File: config.mk
export PLATFORM = sky130hd
export DESIGN_NAME = fsm_moore_seq_det
export DESIGN_NICKNAME = d
export VERILOG_FILES = /design/src/rtl/fsm_moore_pkg.sv /design/src/rtl/fsm_moore_sat_cnt.sv /design/src/rtl/fsm_moore_seq_det.sv
export SDC_FILE = /design/constraint.sdc
export NUM_CORES = 1
export LEC_CHECK = 0
export ABC_CLOCK_PERIOD_IN_PS = 2700
export BUFFER_PORTS_ARGS = -buffer_cell sky130_fd_sc_hd__buf_2
export CAP_MARGIN = 25
export CORE_AREA = 2 2 39 41
export CTS_CLUSTER_DIAMETER = 30
export DETAILED_ROUTE_END_ITERATION = 7
export DIE_AREA = 0 0 41 43
export PLACE_DENSITY = 0.52
export SKIP_LAST_GASP = 1
export SLEW_MARGIN = 10
export SYNTH_ARGS = -nofsm -noshare
export SYNTH_HDL_FRONTEND = slang
export SYNTH_SLANG_ARGS = --single-unit
export TNS_END_PERCENT = 5
File: constraint.sdc
create_clock -name clk -period 2.7 [get_ports clk]
set_clock_uncertainty 0.05 [all_clocks]
set_input_delay 0.54 -clock clk [delete_from_list [all_inputs] [get_ports clk]]
set_output_delay 0.54 -clock clk [all_outputs]
set_load 0.03 [all_outputs]
File: src/rtl/fsm_moore_pkg.sv
// Elaboration-time helpers for the sequence detector: state width, KMP border table and the
// flattened next-state table. Tables use fixed maximum sizes so they can be localparams.
package fsm_moore_pkg;

  localparam int unsigned MaxSeqLen = 15;
  localparam int unsigned MaxSymW   = 4;
  localparam int unsigned EntW      = 8;
  localparam int unsigned MaxStates = MaxSeqLen + 1;
  localparam int unsigned MaxSyms   = 1 << MaxSymW;

  typedef logic [MaxSeqLen*MaxSymW-1:0]       seq_vec_t;
  typedef logic [MaxStates*EntW-1:0]          fail_tab_t;
  typedef logic [MaxStates*MaxSyms*EntW-1:0]  delta_tab_t;

  function automatic int unsigned calc_st_w(input int unsigned len);
    return $clog2(len + 1);
  endfunction

  function automatic int unsigned get_sym(input seq_vec_t seq, input int unsigned idx,
                                          input int unsigned w);
    seq_vec_t sh;
    sh = seq >> (idx * w);
    return 32'(sh[MaxSymW-1:0]) & ((32'd1 << w) - 32'd1);
  endfunction

  // Entry s holds the longest proper border of pattern prefix [0..s-1].
  function automatic fail_tab_t build_fail(input seq_vec_t seq, input int unsigned len,
                                           input int unsigned w);
    fail_tab_t   f;
    int unsigned k;
    f = '0;
    k = 0;
    for (int unsigned s = 1; s < len; s++) begin
      while (k > 0 && get_sym(seq, s, w) != get_sym(seq, k, w)) begin
        k = 32'(f[k*EntW +: EntW]);
      end
      if (get_sym(seq, s, w) == get_sym(seq, k, w)) k++;
      f[(s+1)*EntW +: EntW] = EntW'(k);
    end
    return f;
  endfunction

  // Row s, column x: next matched-prefix length from state s on symbol x.
  function automatic delta_tab_t build_delta(input seq_vec_t seq, input int unsigned len,
                                             input int unsigned w);
    delta_tab_t  d;
    fail_tab_t   f;
    int unsigned syms;
    int unsigned fs;
    d    = '0;
    f    = build_fail(seq, len, w);
    syms = 32'd1 << w;
    for (int unsigned s = 0; s <= len; s++) begin
      fs = 32'(f[s*EntW +: EntW]);
      for (int unsigned x = 0; x < syms; x++) begin
        if (s < len && get_sym(seq, s, w) == x) begin
          d[(s*syms+x)*EntW +: EntW] = EntW'(s + 1);
        end else if (s == 0) begin
          d[(s*syms+x)*EntW +: EntW] = '0;
        end else begin
          d[(s*syms+x)*EntW +: EntW] = d[(fs*syms+x)*EntW +: EntW];
        end
      end
    end
    return d;
  endfunction

endpackage

File: src/rtl/fsm_moore_sat_cnt.sv
// Saturating up-counter with synchronous clear (clear beats increment) and sync active-high reset.
module fsm_moore_sat_cnt #(
  parameter int unsigned CNT_W = 8
) (
  input  logic             clk_i,
  input  logic             rst_i,
  input  logic             inc_i,
  input  logic             clr_i,
  output logic [CNT_W-1:0] cnt_o
);

  logic [CNT_W-1:0] cnt_q, cnt_d;

  always_comb begin
    cnt_d = cnt_q;
    if (clr_i) begin
      cnt_d = '0;
    end else if (inc_i && (cnt_q != {CNT_W{1'b1}})) begin
      cnt_d = cnt_q + 1'b1;
    end
  end

  always_ff @(posedge clk_i) begin
    if (rst_i) cnt_q <= '0;
    else       cnt_q <= cnt_d;
  end

  assign cnt_o = cnt_q;

endmodule

File: src/rtl/fsm_moore_seq_det.sv
// Parametrised Moore sequence detector with KMP-style fallback and optional match counter.
// Define FSM_MOORE_MATCH_CNT_EN to build the counter; otherwise match_cnt is tied to zero.
module fsm_moore_seq_det
  import fsm_moore_pkg::*;
#(
  parameter int unsigned SYM_W   = 2,
  parameter int unsigned SEQ_LEN = 4,
  parameter              SEQ     = 8'h99,
  parameter int unsigned CNT_W   = 8,
  localparam int unsigned ST_W   = calc_st_w(SEQ_LEN)
) (
  input  logic             clk,
  input  logic             reset,
  input  logic             in_valid,
  input  logic [SYM_W-1:0] in,
  input  logic             overlap_en,
  input  logic             cnt_clr,
  output logic             out,
  output logic [ST_W-1:0]  state_o,
  output logic [CNT_W-1:0] match_cnt
);

  if (SEQ_LEN < 1 || SYM_W < 1 || $bits(SEQ) != SEQ_LEN * SYM_W ||
      SEQ_LEN > MaxSeqLen || SYM_W > MaxSymW) begin : g_bad_params
    $error("fsm_moore_seq_det: illegal SEQ_LEN/SYM_W/SEQ combination");
  end

  localparam int unsigned     Syms     = 1 << SYM_W;
  localparam logic [ST_W-1:0] MatchSt  = ST_W'(SEQ_LEN);
  localparam delta_tab_t      DeltaTab = build_delta(seq_vec_t'(SEQ), SEQ_LEN, SYM_W);
  localparam fail_tab_t       FailTab  = build_fail(seq_vec_t'(SEQ), SEQ_LEN, SYM_W);
  localparam logic [ST_W-1:0] FailSt   = ST_W'(FailTab[SEQ_LEN*EntW +: EntW]);

  logic [ST_W-1:0] state_q, state_d, base_st;
  logic [EntW-1:0] nxt_ent;

  // MATCH lasts one cycle: it first collapses to its fallback state, then consumes any symbol.
  always_comb begin
    base_st = state_q;
    if (state_q == MatchSt) begin
      base_st = overlap_en ? FailSt : '0;
    end
    nxt_ent = DeltaTab[(32'(base_st) * Syms + 32'(in)) * EntW +: EntW];
    state_d = in_valid ? ST_W'(nxt_ent) : base_st;
  end

  always_ff @(posedge clk) begin
    if (reset) state_q <= '0;
    else       state_q <= state_d;
  end

  assign out     = (state_q == MatchSt);
  assign state_o = state_q;

`ifdef FSM_MOORE_MATCH_CNT_EN
  fsm_moore_sat_cnt #(
    .CNT_W (CNT_W)
  ) u_sat_cnt (
    .clk_i (clk),
    .rst_i (reset),
    .inc_i (state_d == MatchSt),
    .clr_i (cnt_clr),
    .cnt_o (match_cnt)
  );
`else
  logic unused_cnt_clr;
  assign unused_cnt_clr = cnt_clr;
  assign match_cnt      = '0;
`endif

endmodule

# Word level (Yosys, flattened, before mapping)
# Index checks and enable logic that the tools add are counted.
op_classes:
  addsub: 1
  eq_ne: 1
  n_shift: 1
  n_mux: 3
ops:
  columns: ["op", "n"]
  rows:
  - ["2048-bit by 10-bit variable part select with 3-bit output (first input constant)", 1]
  - ["5-bit by 2-bit adder with 6-bit output", 1]
  - ["3-bit two-way mux", 2]
  - ["3-bit equality test (second input constant)", 1]
  - ["2-bit two-way mux", 1]
totals:
  ff_bits: 3
  output_inout_bits: 12

# Depth between registers and ports, before layout
logic_depth:
  depth_word: 5
  depth_mapped: 3
  depth_no_buf: 3

# Least setup slack after synthesis
# Ideal clock, no wire load.
synth_path:
  path_kind: "register to output"
  startpoint: "register state_q[2], in the netlist state_o[2]"
  endpoint: "output port out"
  arrival_time_ps: 966
  path_slack_ps: 1144
  path_stages_with_launch: 2
  n_path_buf: 0
  path_cell_list: "dfxtp_1 and3_1"
synth_between:
  elab_chain_len: 1
synth_rtl:
  columns: ["element", "line_no", "rtl"]
  rows:
  - ["from (decl)", "fsm_moore_seq_det.sv:34", "logic [ST_W-1:0] state_q, state_d, base_st;"]
  - ["from (signal assigned)", "fsm_moore_seq_det.sv:49", "else state_q <= state_d;"]
  - ["3-bit equality test", "fsm_moore_seq_det.sv:52", "assign out = (state_q == MatchSt);"]
  - ["to (decl)", "fsm_moore_seq_det.sv:18", "output logic out,"]
# No other way between the ends.

# Final worst setup path
layout_path:
  startpoint: "register state_q[0], in the netlist state_o[0]"
  endpoint: "output port out"
# The elaborated chain is that of the path after synthesis.

==> results.sh <==
export IMPL_final_period_utilization_pct=61.99
export IMPL_r2r_end="state_o[1]$_SDFF_PP0_"
export IMPL_placed_area_um2=267.8
export IMPL_hold_depth=2
export IMPL_clockPowerShare_pct=52.0
export IMPL_synth_adder_area_share_pct=0
export IMPL_die_area_um2=1763
export IMPL_switching_share_pct=29.73
export IMPL_dr_pass1_iters=2
export IMPL_holdBufCountCts=0
export IMPL_ys_seq_area_share_pct=25.40
export IMPL_setup_violations=0
export IMPL_yosys_warnings=0
export IMPL_synth_xor_xnor_area_share_pct=0
export IMPL_use_met3_pct=4.712
export IMPL_worstSetupEndpointType="primary output"
export IMPL_yosys_area_top_type="dfxtp_1"
export IMPL_grt_pass1_vias=206
export IMPL_worstPathArrival_ps=1080
export IMPL_endpoint="out"
export IMPL_syn_inst=28
export IMPL_fin_tns_setup_ps=0
export IMPL_worstSetupStartpointType="flop"
export IMPL_viasPerCell=3.893
export IMPL_reg2regPathDepth=3
export IMPL_portBuffers=9
export IMPL_drive_gt1_share_pct=35.00
export IMPL_cts_resized=0
export IMPL_synth_top_family_by_area="buffers and inverters"
export IMPL_power_switching_uw=44.74
export IMPL_wire_per_inst_um=8.089
export IMPL_synth_compound_area_share_pct=26.46
export IMPL_synth_area_leaders="dfxtp_1 (25%), buf_4 (25%), nand4b_1 (7.4%)"
export IMPL_yosys_register_bits=3
export IMPL_root_buffer="clkbuf_4"
export IMPL_cts_htree_levels=1
export IMPL_n_antenna_cell=0
export IMPL_synthMuxAreaShare_pct=0
export IMPL_p_int_uw=105.7
export IMPL_irDropWorstVdd_mv=0.1235
export IMPL_drv_slew=0
export IMPL_clock_sinks=3
export IMPL_async_flop_share_pct=0
export IMPL_timing_rr_start="state_o[0]$_SDFF_PP0_"
export IMPL_antenna_found_initial=0
export IMPL_synth_edff_count=0
export IMPL_outcome="finished clean"
export IMPL_synthDistinctLibCells=17
export IMPL_die_x_um=41
export IMPL_cp_max_fo=7
export IMPL_p_comb_share_pct=17.2
export IMPL_clk_pin_slew_worst_paths_ps=40
export IMPL_core_um2=1384
export IMPL_layout_nets=48
export IMPL_pin_count=19
export IMPL_clk_latency_ps=230
export IMPL_routabilityCongestion=0.6639
export IMPL_gr_usage_met1_pct=4.839
export IMPL_rsz0062_at_grt="no"
export IMPL_cts_buffers=3
export IMPL_yosys_most_used_dff="dfxtp_1"
export IMPL_avgSynthCellArea_um2=8.446
export IMPL_top_usage_layer="met2"
export IMPL_p_seq_share_pct=30.9
export IMPL_worstSetupPathType="reg2out"
export IMPL_dp_hpwl_um=379.2
export IMPL_ant_nets=0
export IMPL_hold_path_class="in2reg"
export IMPL_yosys_area_top_type_share_pct=25.40
export IMPL_fmax_mhz=597.5
export IMPL_num_rows=14
export IMPL_grt_pass1_wl_um=731
export IMPL_die_height_um=43
export IMPL_drc_errors=0
export IMPL_largest_reg_flops=3
export IMPL_drv_cap=0
export IMPL_via_count=218
export IMPL_ys_top_cells_by_count="buf_4 (8), dfxtp_1 (3), inv_1 (2), nand4b_1 (2)"
export IMPL_cts_tree="yes"
export IMPL_yosys_area_share_simple_pct=17.99
export IMPL_routed_wl_um=453
export IMPL_period_needed_ps=1674
export IMPL_clock_path_buffers=2
export IMPL_start_util_pct=17.09
export IMPL_p_leak_uw=0.0001321
export IMPL_grt_use_total_pct=6.834
export IMPL_rrSetupSlack_ps=1550
export IMPL_required_ps=2110
export IMPL_grt_util_met2_pct=10.94
export IMPL_synthesis_area_um2=236.5
export IMPL_power_density_nw_per_um2=511.8
export IMPL_globalRouteOverflowTotal=0
export IMPL_nFillCells=168
export IMPL_grt_max_degree=8
export IMPL_startpoint="state_o[0]$_SDFF_PP0_"
export IMPL_synth_most_common_cell="buf_4"
export IMPL_drtIter0Drc=1
export IMPL_area_delta_synth_final_pct=24.34
export IMPL_final_hold_viol_count=0
export IMPL_postCtsSetupBuffers=0
export IMPL_design_area_um2=294.0
[critical path: stages, from the launching register on]
cell and delay, ps:
dfxtp_1 430, inv_1 80, and3_1 180, buf_2 170
[stage by stage]
stage	setup slack (ps)	total power, uW	util (%)	hold WS (ps)	cells
after floorplan	1144	74.65	-	554.6	35
after global placement	1254	72.67	19.35	502.3	52
after detailed placement	1242	72.80	19.35	501.8	52
after CTS	1007	154.6	21.25	451.6	56
after global routing	922.0	161.6	21.25	461.8	56
final	1026	150.5	21.25	457.2	56
[power by group through the flow]
stage          Sequential, uW  Combinational (uW)  Clock [uW]
2_1_floorplan            48.3                26.3           0
3_3_place_gp             47.2                25.5           0
3_5_place_dp             47.1                25.7           0
4_1_cts                  46.5                25.7        82.5
5_1_grt                  46.5                27.8        87.3
6_report                 46.4                25.8        78.2
[layer usage]
metal | up-vias | wire length [um]
li1 | 109 | -
met1 | 103 | 129
met2 | 6 | 297
met3 | 0 | 26
met4 | 0 | 0
met5 | - | 0
[layout make-up]
class	count	area, um^2	area share, %
multi-input combinational	22	135.1	45.96
sequential	3	60.06	20.43
timing repair buffer	9	45.04	15.32
clock buffer	4	26.28	8.936
tap	16	20.02	6.809
inverter	2	7.507	2.553
[worst min-delay path by stage]
stage                          startpoint               endpoint  slack (ps)
finish                              reset  state_o[2]$_SDFF_PP0_         460
global route                        reset  state_o[2]$_SDFF_PP0_         460
CTS                                 reset  state_o[2]$_SDFF_PP0_         450
detailed placement  state_o[1]$_SDFF_PP0_  state_o[2]$_SDFF_PP0_         500
global placement    state_o[1]$_SDFF_PP0_  state_o[2]$_SDFF_PP0_         500
floorplan                           reset  state_o[2]$_SDFF_PP0_         550
[cells by family after synthesis]
logic type / after synthesis
simple gates: 6
flops: 3
compound gates: 8
buf+inv: 10
other cells: 1
[cells in the final DEF (no fill, tap or decap)]
cell      instances
inv_1             2
a22oi_1           1
o21ai_2           1
dfxtp_1           3
buf_2             9
and3_1            1
a21oi_1           1
conb_1            8
nand2_1           1
a221oi_1          1
nand4b_1          2
clkbuf_1          1
o21ai_0           1
a31oi_1           1
o22a_1            1
clkbuf_4          3
nor3b_1           1
or2b_1            1
a211oi_2          1
Power figures use the tool's default switching activity.
